**src/rtl/axi_lite_pkg.sv**
```systemverilog
// Shared AXI4-Lite definitions for the read-path arbiter.
// Holds FSM encoding, channel field widths and response codes.
package axi_lite_pkg;

   localparam int AXI_PROT_W = 3;
   localparam int AXI_RESP_W = 2;

   localparam logic [AXI_RESP_W-1:0] RESP_OKAY   = 2'b00;
   localparam logic [AXI_RESP_W-1:0] RESP_EXOKAY = 2'b01;
   localparam logic [AXI_RESP_W-1:0] RESP_SLVERR = 2'b10;
   localparam logic [AXI_RESP_W-1:0] RESP_DECERR = 2'b11;

   typedef enum logic [1:0] {
      ST_IDLE = 2'd0,
      ST_ADDR = 2'd1,
      ST_DATA = 2'd2
   } rd_state_e;

endpackage

```
**src/rtl/rr_arbiter.sv**
```systemverilog
// Combinational round-robin picker: first request at or after ptr,
// wrapping, gives a one-hot grant and its encoded index.
module rr_arbiter #(
   parameter  int NUM_M = 4,
   localparam int IDX_W = $clog2(NUM_M)
) (
   input  logic [NUM_M-1:0] req,
   input  logic [IDX_W-1:0] ptr,
   output logic [NUM_M-1:0] grant,
   output logic [IDX_W-1:0] idx,
   output logic             any
);

   always_comb begin
      int   j;
      logic found;
      j     = 0;
      found = 1'b0;
      grant = '0;
      idx   = '0;
      for (int k = 0; k < NUM_M; k++) begin
         j = int'(ptr) + k;
         if (j >= NUM_M) j = j - NUM_M;
         if (!found && req[j]) begin
            found    = 1'b1;
            grant[j] = 1'b1;
            idx      = IDX_W'(j);
         end
      end
   end

   assign any = |req;

endmodule

```
**src/rtl/axi_lite_rd_arbiter.sv**
```systemverilog
// Shares one AXI4-Lite read path between NUM_M masters, one read
// outstanding, round-robin on AR, R routed back to the AR winner.
module axi_lite_rd_arbiter
   import axi_lite_pkg::*;
#(
   parameter int NUM_M  = 4,
   parameter int ADDR_W = 32,
   parameter int DATA_W = 32
) (
   input  logic                       ACLK,
   input  logic                       ARESETn,
   input  logic [NUM_M-1:0]           s_arvalid,
   output logic [NUM_M-1:0]           s_arready,
   input  logic [NUM_M*ADDR_W-1:0]    s_araddr,
   input  logic [NUM_M*AXI_PROT_W-1:0] s_arprot,
   output logic [NUM_M-1:0]           s_rvalid,
   input  logic [NUM_M-1:0]           s_rready,
   output logic [DATA_W-1:0]          s_rdata,
   output logic [AXI_RESP_W-1:0]      s_rresp,
   output logic                       m_arvalid,
   input  logic                       m_arready,
   output logic [ADDR_W-1:0]          m_araddr,
   output logic [AXI_PROT_W-1:0]      m_arprot,
   input  logic                       m_rvalid,
   output logic                       m_rready,
   input  logic [DATA_W-1:0]          m_rdata,
   input  logic [AXI_RESP_W-1:0]      m_rresp
);

   localparam int IDX_W = $clog2(NUM_M);

   rd_state_e        state;
   rd_state_e        nstate;
   logic [IDX_W-1:0] ptr;
   logic [IDX_W-1:0] grant;
   logic [NUM_M-1:0] arb_gnt;
   logic [IDX_W-1:0] arb_idx;
   logic             arb_any;
   logic             ar_take;
   logic             r_done;

   rr_arbiter #(.NUM_M(NUM_M)) u_rr (
      .req   (s_arvalid),
      .ptr   (ptr),
      .grant (arb_gnt),
      .idx   (arb_idx),
      .any   (arb_any)
   );

   assign ar_take = (state == ST_IDLE) && arb_any;
   assign r_done  = (state == ST_DATA) && m_rvalid && s_rready[grant];

   always_ff @(posedge ACLK or posedge ARESETn) begin
      if (ARESETn) state <= ST_IDLE;
      else         state <= nstate;
   end

   always_comb begin
      nstate = state;
      unique case (state)
         ST_IDLE: if (arb_any)   nstate = ST_ADDR;
         ST_ADDR: if (m_arready) nstate = ST_DATA;
         ST_DATA: if (r_done)    nstate = ST_IDLE;
         default:                nstate = ST_IDLE;
      endcase
   end

   // AR fields are captured at the master handshake so the slave sees
   // a stable request no matter what the master does afterwards.
   always_ff @(posedge ACLK or posedge ARESETn) begin
      if (ARESETn) begin
         ptr      <= '0;
         grant    <= '0;
         m_araddr <= '0;
         m_arprot <= '0;
      end else begin
         if (ar_take) begin
            grant    <= arb_idx;
            m_araddr <= s_araddr[arb_idx*ADDR_W +: ADDR_W];
            m_arprot <= s_arprot[arb_idx*AXI_PROT_W +: AXI_PROT_W];
         end
         if (r_done) begin
            if (grant == IDX_W'(NUM_M-1)) ptr <= '0;
            else                          ptr <= grant + 1'b1;
         end
      end
   end

   always_comb begin
      s_arready = '0;
      s_rvalid  = '0;
      m_arvalid = 1'b0;
      m_rready  = 1'b0;
      unique case (state)
         ST_IDLE: s_arready = arb_gnt;
         ST_ADDR: m_arvalid = 1'b1;
         ST_DATA: begin
            s_rvalid[grant] = m_rvalid;
            m_rready        = s_rready[grant];
         end
         default: ;
      endcase
   end

   assign s_rdata = m_rdata;
   assign s_rresp = m_rresp;

endmodule

```
**config.mk**
```make
export PLATFORM = sky130hd
export DESIGN_NAME = axi_lite_rd_arbiter
export DESIGN_NICKNAME = d
export VERILOG_FILES = /design/src/rtl/axi_lite_pkg.sv /design/src/rtl/rr_arbiter.sv /design/src/rtl/axi_lite_rd_arbiter.sv
export SDC_FILE = /design/constraint.sdc
export NUM_CORES = 1
export LEC_CHECK = 0
export CAP_MARGIN = 10
export CORE_MARGIN = 4
export CORE_UTILIZATION = 38
export CTS_BUF_LIST = sky130_fd_sc_hd__clkbuf_16
export DETAILED_ROUTE_END_ITERATION = 10
export GPL_TIMING_DRIVEN = 0
export MAX_ROUTING_LAYER = met4
export PLACE_DENSITY = 0.82
export SLEW_MARGIN = 20
export SYNTH_ARGS = -nofsm -noshare
export SYNTH_HDL_FRONTEND = slang
export SYNTH_SLANG_ARGS = --single-unit
```
**constraint.sdc**
```tcl
create_clock -name ACLK -period 4.04 [get_ports ACLK]
set_clock_uncertainty 0.15 [all_clocks]
set_input_delay 0.606 -clock ACLK [delete_from_list [all_inputs] [get_ports ACLK]]
set_output_delay 0.606 -clock ACLK [all_outputs]
set_load 0.1 [all_outputs]
```
# Yosys cells after proc, flatten, opt, wreduce, memory -nomap -nowiden
# Index checks and enable logic that the tools add are counted.
[totals]
reg_bits = 41
in_bits = 186
output_inout_bits = 79
elab_cells = 105
[op_classes]
addsub = 8
mul = 1
order_cmp = 14
n_eq_ne = 6
shifts = 2
mux = 48
n_bitwise = 4
n_reduce_logical = 17
[ops]
columns = ["operator", "n"]
rows = [
  [">= comparator 32 x 1 -> 1 bit (second input constant)", 4],
  ["less-than comparator 32 x 4 -> 1 bit (second input constant)", 4],
  ["two-way mux 32 bit", 4],
  ["indexed part select 128 x 8 -> 32 bit", 1],
  [">= comparator 32 x 4 -> 1 bit (second input constant)", 3],
  ["subtractor 32 x 4 -> 32 bit (second input constant)", 3],
  ["two-way mux 4 bit", 6],
  ["two-way mux 1 bit", 19],
  ["two-way mux 2 bit", 8],
  ["OR 4 bit", 3],
  ["indexed part select 12 x 5 -> 3 bit", 1],
  ["logical AND 1 bit", 11],
  ["binary-select mux 1 bit (select 2 bit)", 5],
  ["demux 1 bit (select 2 bit)", 5],
  ["adder 2 x 2 -> 3 bit (second input constant)", 2],
  ["!= test 2 bit (second input constant)", 3],
  ["one-hot mux 2 bit (3 select lines)", 1],
  ["bitwise AND 4 bit", 1],
  ["equality test 2 bit (second input constant)", 2],
  ["multiplier 2 x 2 -> 4 bit (second input constant)", 1],
  ["OR reduction 4 bit", 1],
  ["subtractor 2 x 3 -> 4 bit (second input constant)", 1],
  ["adder 2 x 1 -> 3 bit (second input constant)", 1],
  [">= comparator 2 x 3 -> 1 bit (second input constant)", 1],
  ["other kinds (7)", 9],
]

# Longest topological paths before layout
[logic_depth]
ltp_word = 17
depth_mapped = 13
depth_no_buf = 8

# Cells and area by module
# From an unflattened synthesis, not the netlist that was laid out.
[hier_totals]
cells_unflattened = 242
area_unflattened_um2 = 3434.5
[modules_own_cells]
columns = ["mod", "n_inst", "cells_per_inst", "area_each_um2", "seq_area_each_um2"]
rows = [
  ["axi_lite_rd_arbiter", 1, 188, 2951.6, 1026.0],
  ["rr_arbiter", 1, 54, 483.0, 0.0],
]

# Worst setup path after synthesis
# OpenSTA, ideal clock, no wires.
[synth_timing]
kind = "reg-to-output"
from = "register ptr[0]"
to = "output s_arready[0]"
t_arrival_ps = 3847
required_time_ps = 3284
path_slack_ps = -563
path_stages_with_launch = 12
path_buffers = 3
cell_sequence = "dfrtp_1 -> buf_4 -> clkinv_1 -> clkbuf_1 -> ha_1 -> buf_2 -> or3_1 -> nor3_1 -> a31oi_1 -> o32ai_1 -> nand2_1 -> a21oi_1"
[synth_between]
elab_chain_cells = 16
elab_cells_between_ends = 64
cone_classes = "add/sub (7); order compare (12); mux (32); bitwise (3); reduce/logical (10)"
[synth_rtl]
columns = ["item", "line", "source"]
rows = [
  ["from (decl)", "axi_lite_rd_arbiter.sv:34", "logic [IDX_W-1:0] ptr;"],
  ["from (signal assigned)", "axi_lite_rd_arbiter.sv:84", "else ptr <= grant + 1'b1;"],
  ["branches (longest 14 deep; another with subtractor 32 x 4 -> 32 bit)", "-", ""],
  ["two-way mux 4 bit (*)", "rr_arbiter.sv:24", "if (!found && req[j]) begin"],
  ["two-way mux 4 bit (*)", "axi_lite_rd_arbiter.sv:94", "unique case (state)"],
  ["to (decl)", "axi_lite_rd_arbiter.sv:13", "output logic [NUM_M-1:0] s_arready,"],
]
# Mark *: on every way between the ends. The select of a mux whose other input is x is not followed.

# Final worst setup path
# Ends and elaborated chain as after synthesis.

==> flow_summary.toml <==
[outcome]
status = "finished, final reports clean"

[power]
finalPower_mw = 6.534
p_leak_nw = 2.840
ir_worst_vdd_mv = 0.7022
p_per_area_mw_per_mm2 = 926.8

[place]
dp.cells = 891
gp_congestion = 0.9101
place_area_mm2 = 0.006847
io_buffers = 230
dp_hpwl_mm = 14.44

[sta]
min_period_ps = 3888
timing.final.crit_share = 0.9623
whs_ps = 339.4
max_freq_ghz = 0.2572
slew_headroom = 0.3067
rsz0062_at_grt = "false"
setup-violations-final = 0
hold_viol_final = 0
slew_violations = 0
worst_pin_slew_ps = 1037

[yosys]
syn_inst = 520
yosysSeqAreaShare = 0.2384
syn_area_mm2 = 0.004304
synth_edf_count = 0
syn_area_per_cell_um2 = 8.277
ys.flop_type = "dfrtp_1"
async_reset_ff_frac = 1.000
ys_seq_elements = 41
synth_cell_types = 50
yosysWarnings = 0
syn_nets = 714

[critical_path]
worst-setup-path-type = "register to output port"
worstPathMaxFanout = 11
cp_data_required_time_ps = 3280
cp.arrival_ps = 3130
worstSetupEndpointType = "output port"
startpoint = "ptr[0]"
worstSetupStartpointType = "register"
r2r-start = "ptr[0]"

[floorplan]
die_h_um = 114.4
start_util = 0.3919
die_w_um = 114.4
io_pins = 265
core_mm2 = 0.01098
die_area_mm2 = 0.01309
rows = 38

[clocking]
cts_tree = "built"
h-tree-depth = 2
worstSkewPairLatency_ps = 280
cts_hold_buf = 0
clockRootBuffer = "clkbuf_16"
cts.sinks = 41
clk_path_buf_depth = 2
clkTransAtPathRegs_ps = 60
cts_buffers = 5

[routing]
ant_nets = 0
finalWirelength_mm = 18.22
vias_per_cell = 6.082
vias = 5474
drt_iter0_drc = 580
route.detailed.drc = 0
drt_pre_antenna_iters = 6
wl_per_cell_um = 20.25

[global_routing]
grt_start_max_net_pins = 24
grt_pass1_wl_mm = 27.76
overflow = 0
antenna_found_initial = 0
grt_pass1_vias = 5513
grt_usage = 0.2696

[finish]
layout.nets = 954
instances_no_fill = 900
drive_above_1_share = 0.1553
final_core_util = 0.6419
diodes = 0
multi_input_area_mm2 = 0.002795
fill_cells = 943
area_growth_pct = 63.81
fin_area_mm2 = 0.007051
ff_latch_area_mm2 = 0.001026

[worst_hold_path]
hp-start = "m_araddr[20]"
hold_path_class = "register to register"

[flow_run]
maxCapViolations = 0
Yosys cell counts, types with 3 or more instances:
| cell type | n | area [um2] |
|---|---|---|
| a2111oi_1 | 5 | 50.05 |
| nor2b_1 | 13 | 81.33 |
| o22ai_1 | 21 | 131.4 |
| a211oi_1 | 14 | 105.1 |
| a221oi_2 | 7 | 105.1 |
| o21ai_0 | 12 | 60.06 |
| clkbuf_1 | 34 | 127.6 |
| buf_6 | 5 | 56.30 |
| nor2_1 | 37 | 138.9 |
| and3_1 | 18 | 112.6 |
| a221o_1 | 4 | 40.04 |
| nand2b_1 | 3 | 18.77 |
| o221ai_1 | 20 | 175.2 |
| a21oi_1 | 6 | 30.03 |
| nor3_1 | 4 | 20.02 |
| a2111oi_0 | 7 | 61.31 |
| ha_1 | 8 | 100.1 |
| mux2_2 | 4 | 45.04 |
| mux2i_1 | 28 | 280.3 |
| buf_2 | 10 | 50.05 |
| a31o_2 | 20 | 175.2 |
| nand2_1 | 71 | 266.5 |
| a31oi_1 | 15 | 93.84 |
| buf_4 | 36 | 270.3 |
| mux4_2 | 4 | 90.09 |
| inv_1 | 8 | 30.03 |
| and2b_1 | 3 | 22.52 |
| dfrtp_1 | 41 | 1026 |
| a221oi_1 | 38 | 332.8 |
report_power, final:
| part | switching [mW] | internal (mW) |
|---|---|---|
| clock network | 0.166 | 0.287 |
| registers | 0.145 | 0.632 |
| logic | 3.64 | 1.67 |
| total | 3.95 | 2.59 |
area by class of cell:
class / instances / share of cell area
clock buffers: 5 / 0.01775
clock inverters: 2 / 0.004969
inverters: 9 / 0.005146
multi-input cells: 385 / 0.3965
plain buffers: 85 / 0.07205
repair buffers: 233 / 0.3333
well taps: 140 / 0.02484
flip-flops and latches: 41 / 0.1455
metrics by stage:
| stage | worst slack [ps] | setup TNS, ps |
|---|---|---|
| after detailed placement | -927.4 | -3563 |
| final | 152.2 | 0 |
| after global routing | 16.93 | 0 |
| after CTS | 8.858 | 0 |
| after floorplan | 264.9 | 0 |
| after global placement | -807.4 | -3212 |
worst paths after layout:
kind                       slack (ps)  depth (start not counted)      endpoint
setup / recovery                  150                         12  s_arready[0]
hold reg to reg                   340                          2  m_araddr[20]
setup reg to reg                  290                         13  m_araddr[26]
max in group asynchronous        2740                          3  m_araddr[18]
hold / removal                    340                          2  m_araddr[20]
min in group asynchronous         510                          2        ptr[0]
worst max-delay path: stages (launching register included):
cell      delay, ps
dfrtp_1         400
buf_4           190
inv_4           120
clkbuf_4        240
ha_1            290
buf_2           210
or3_1           410
nor3_1          140
a31oi_1          70
o32ai_2         210
nand2_1         170
a21oi_4         160
buf_8           210
logic make-up (layout without fill, tap and decap cells):
| family | after synthesis | after routing | share of synthesized area |
|---|---|---|---|
| compound gates | 183 | 183 | 0.3486 |
| flops | 41 | 41 | 0.2384 |
| mux | 36 | 36 | 0.09651 |
| fa+ha+maj | 8 | 8 | 0.02326 |
| buf+inv | 94 | 334 | 0.1250 |
| simple gates | 158 | 158 | 0.1683 |
cell usage in the layout, fill, tap and decap left out, drive strengths merged, types with 3 or more instances in the layout:
master | netlist | layout
nand2 | 71 | 71
nand2b | 3 | 3
and2 | 3 | 3
nor2 | 37 | 37
and2b | 3 | 3
o221ai | 20 | 20
dfrtp | 41 | 41
nor3 | 4 | 4
a221oi | 45 | 45
and3 | 18 | 18
o22ai | 21 | 21
a21oi | 7 | 7
a221o | 4 | 4
a31o | 20 | 20
a31oi | 16 | 16
nor2b | 14 | 14
a211oi | 15 | 15
buf | 51 | 58
inv | 8 | 9
clkdlybuf4s50 | 0 | 226
a2111oi | 14 | 14
mux4 | 4 | 4
mux2 | 4 | 4
clkbuf | 34 | 39
mux2i | 28 | 28
ha | 8 | 8
o21ai | 13 | 13
per-layer routing:
metal	track usage	routed length (um)	up-vias
met5	-	0	-
met4	0.06097	264	0
met3	0.05127	1842	27
met2	0.4692	9092	352
met1	0.3226	7022	2636
li1	-	-	2459
repair_timing:
action                     CTS  global route
setup endpoints to repair    4             4
gates resized for setup     32             4
hold endpoints to repair     0             0
pin swaps                    0             1
buffers inserted             0             2
state kept, by name (all words and copies together) (netlist names):
signal / count
ptr: 2
grant: 2
m_araddr: 32
state: 2
m_arprot: 3
Power figures use the tool's default switching activity.
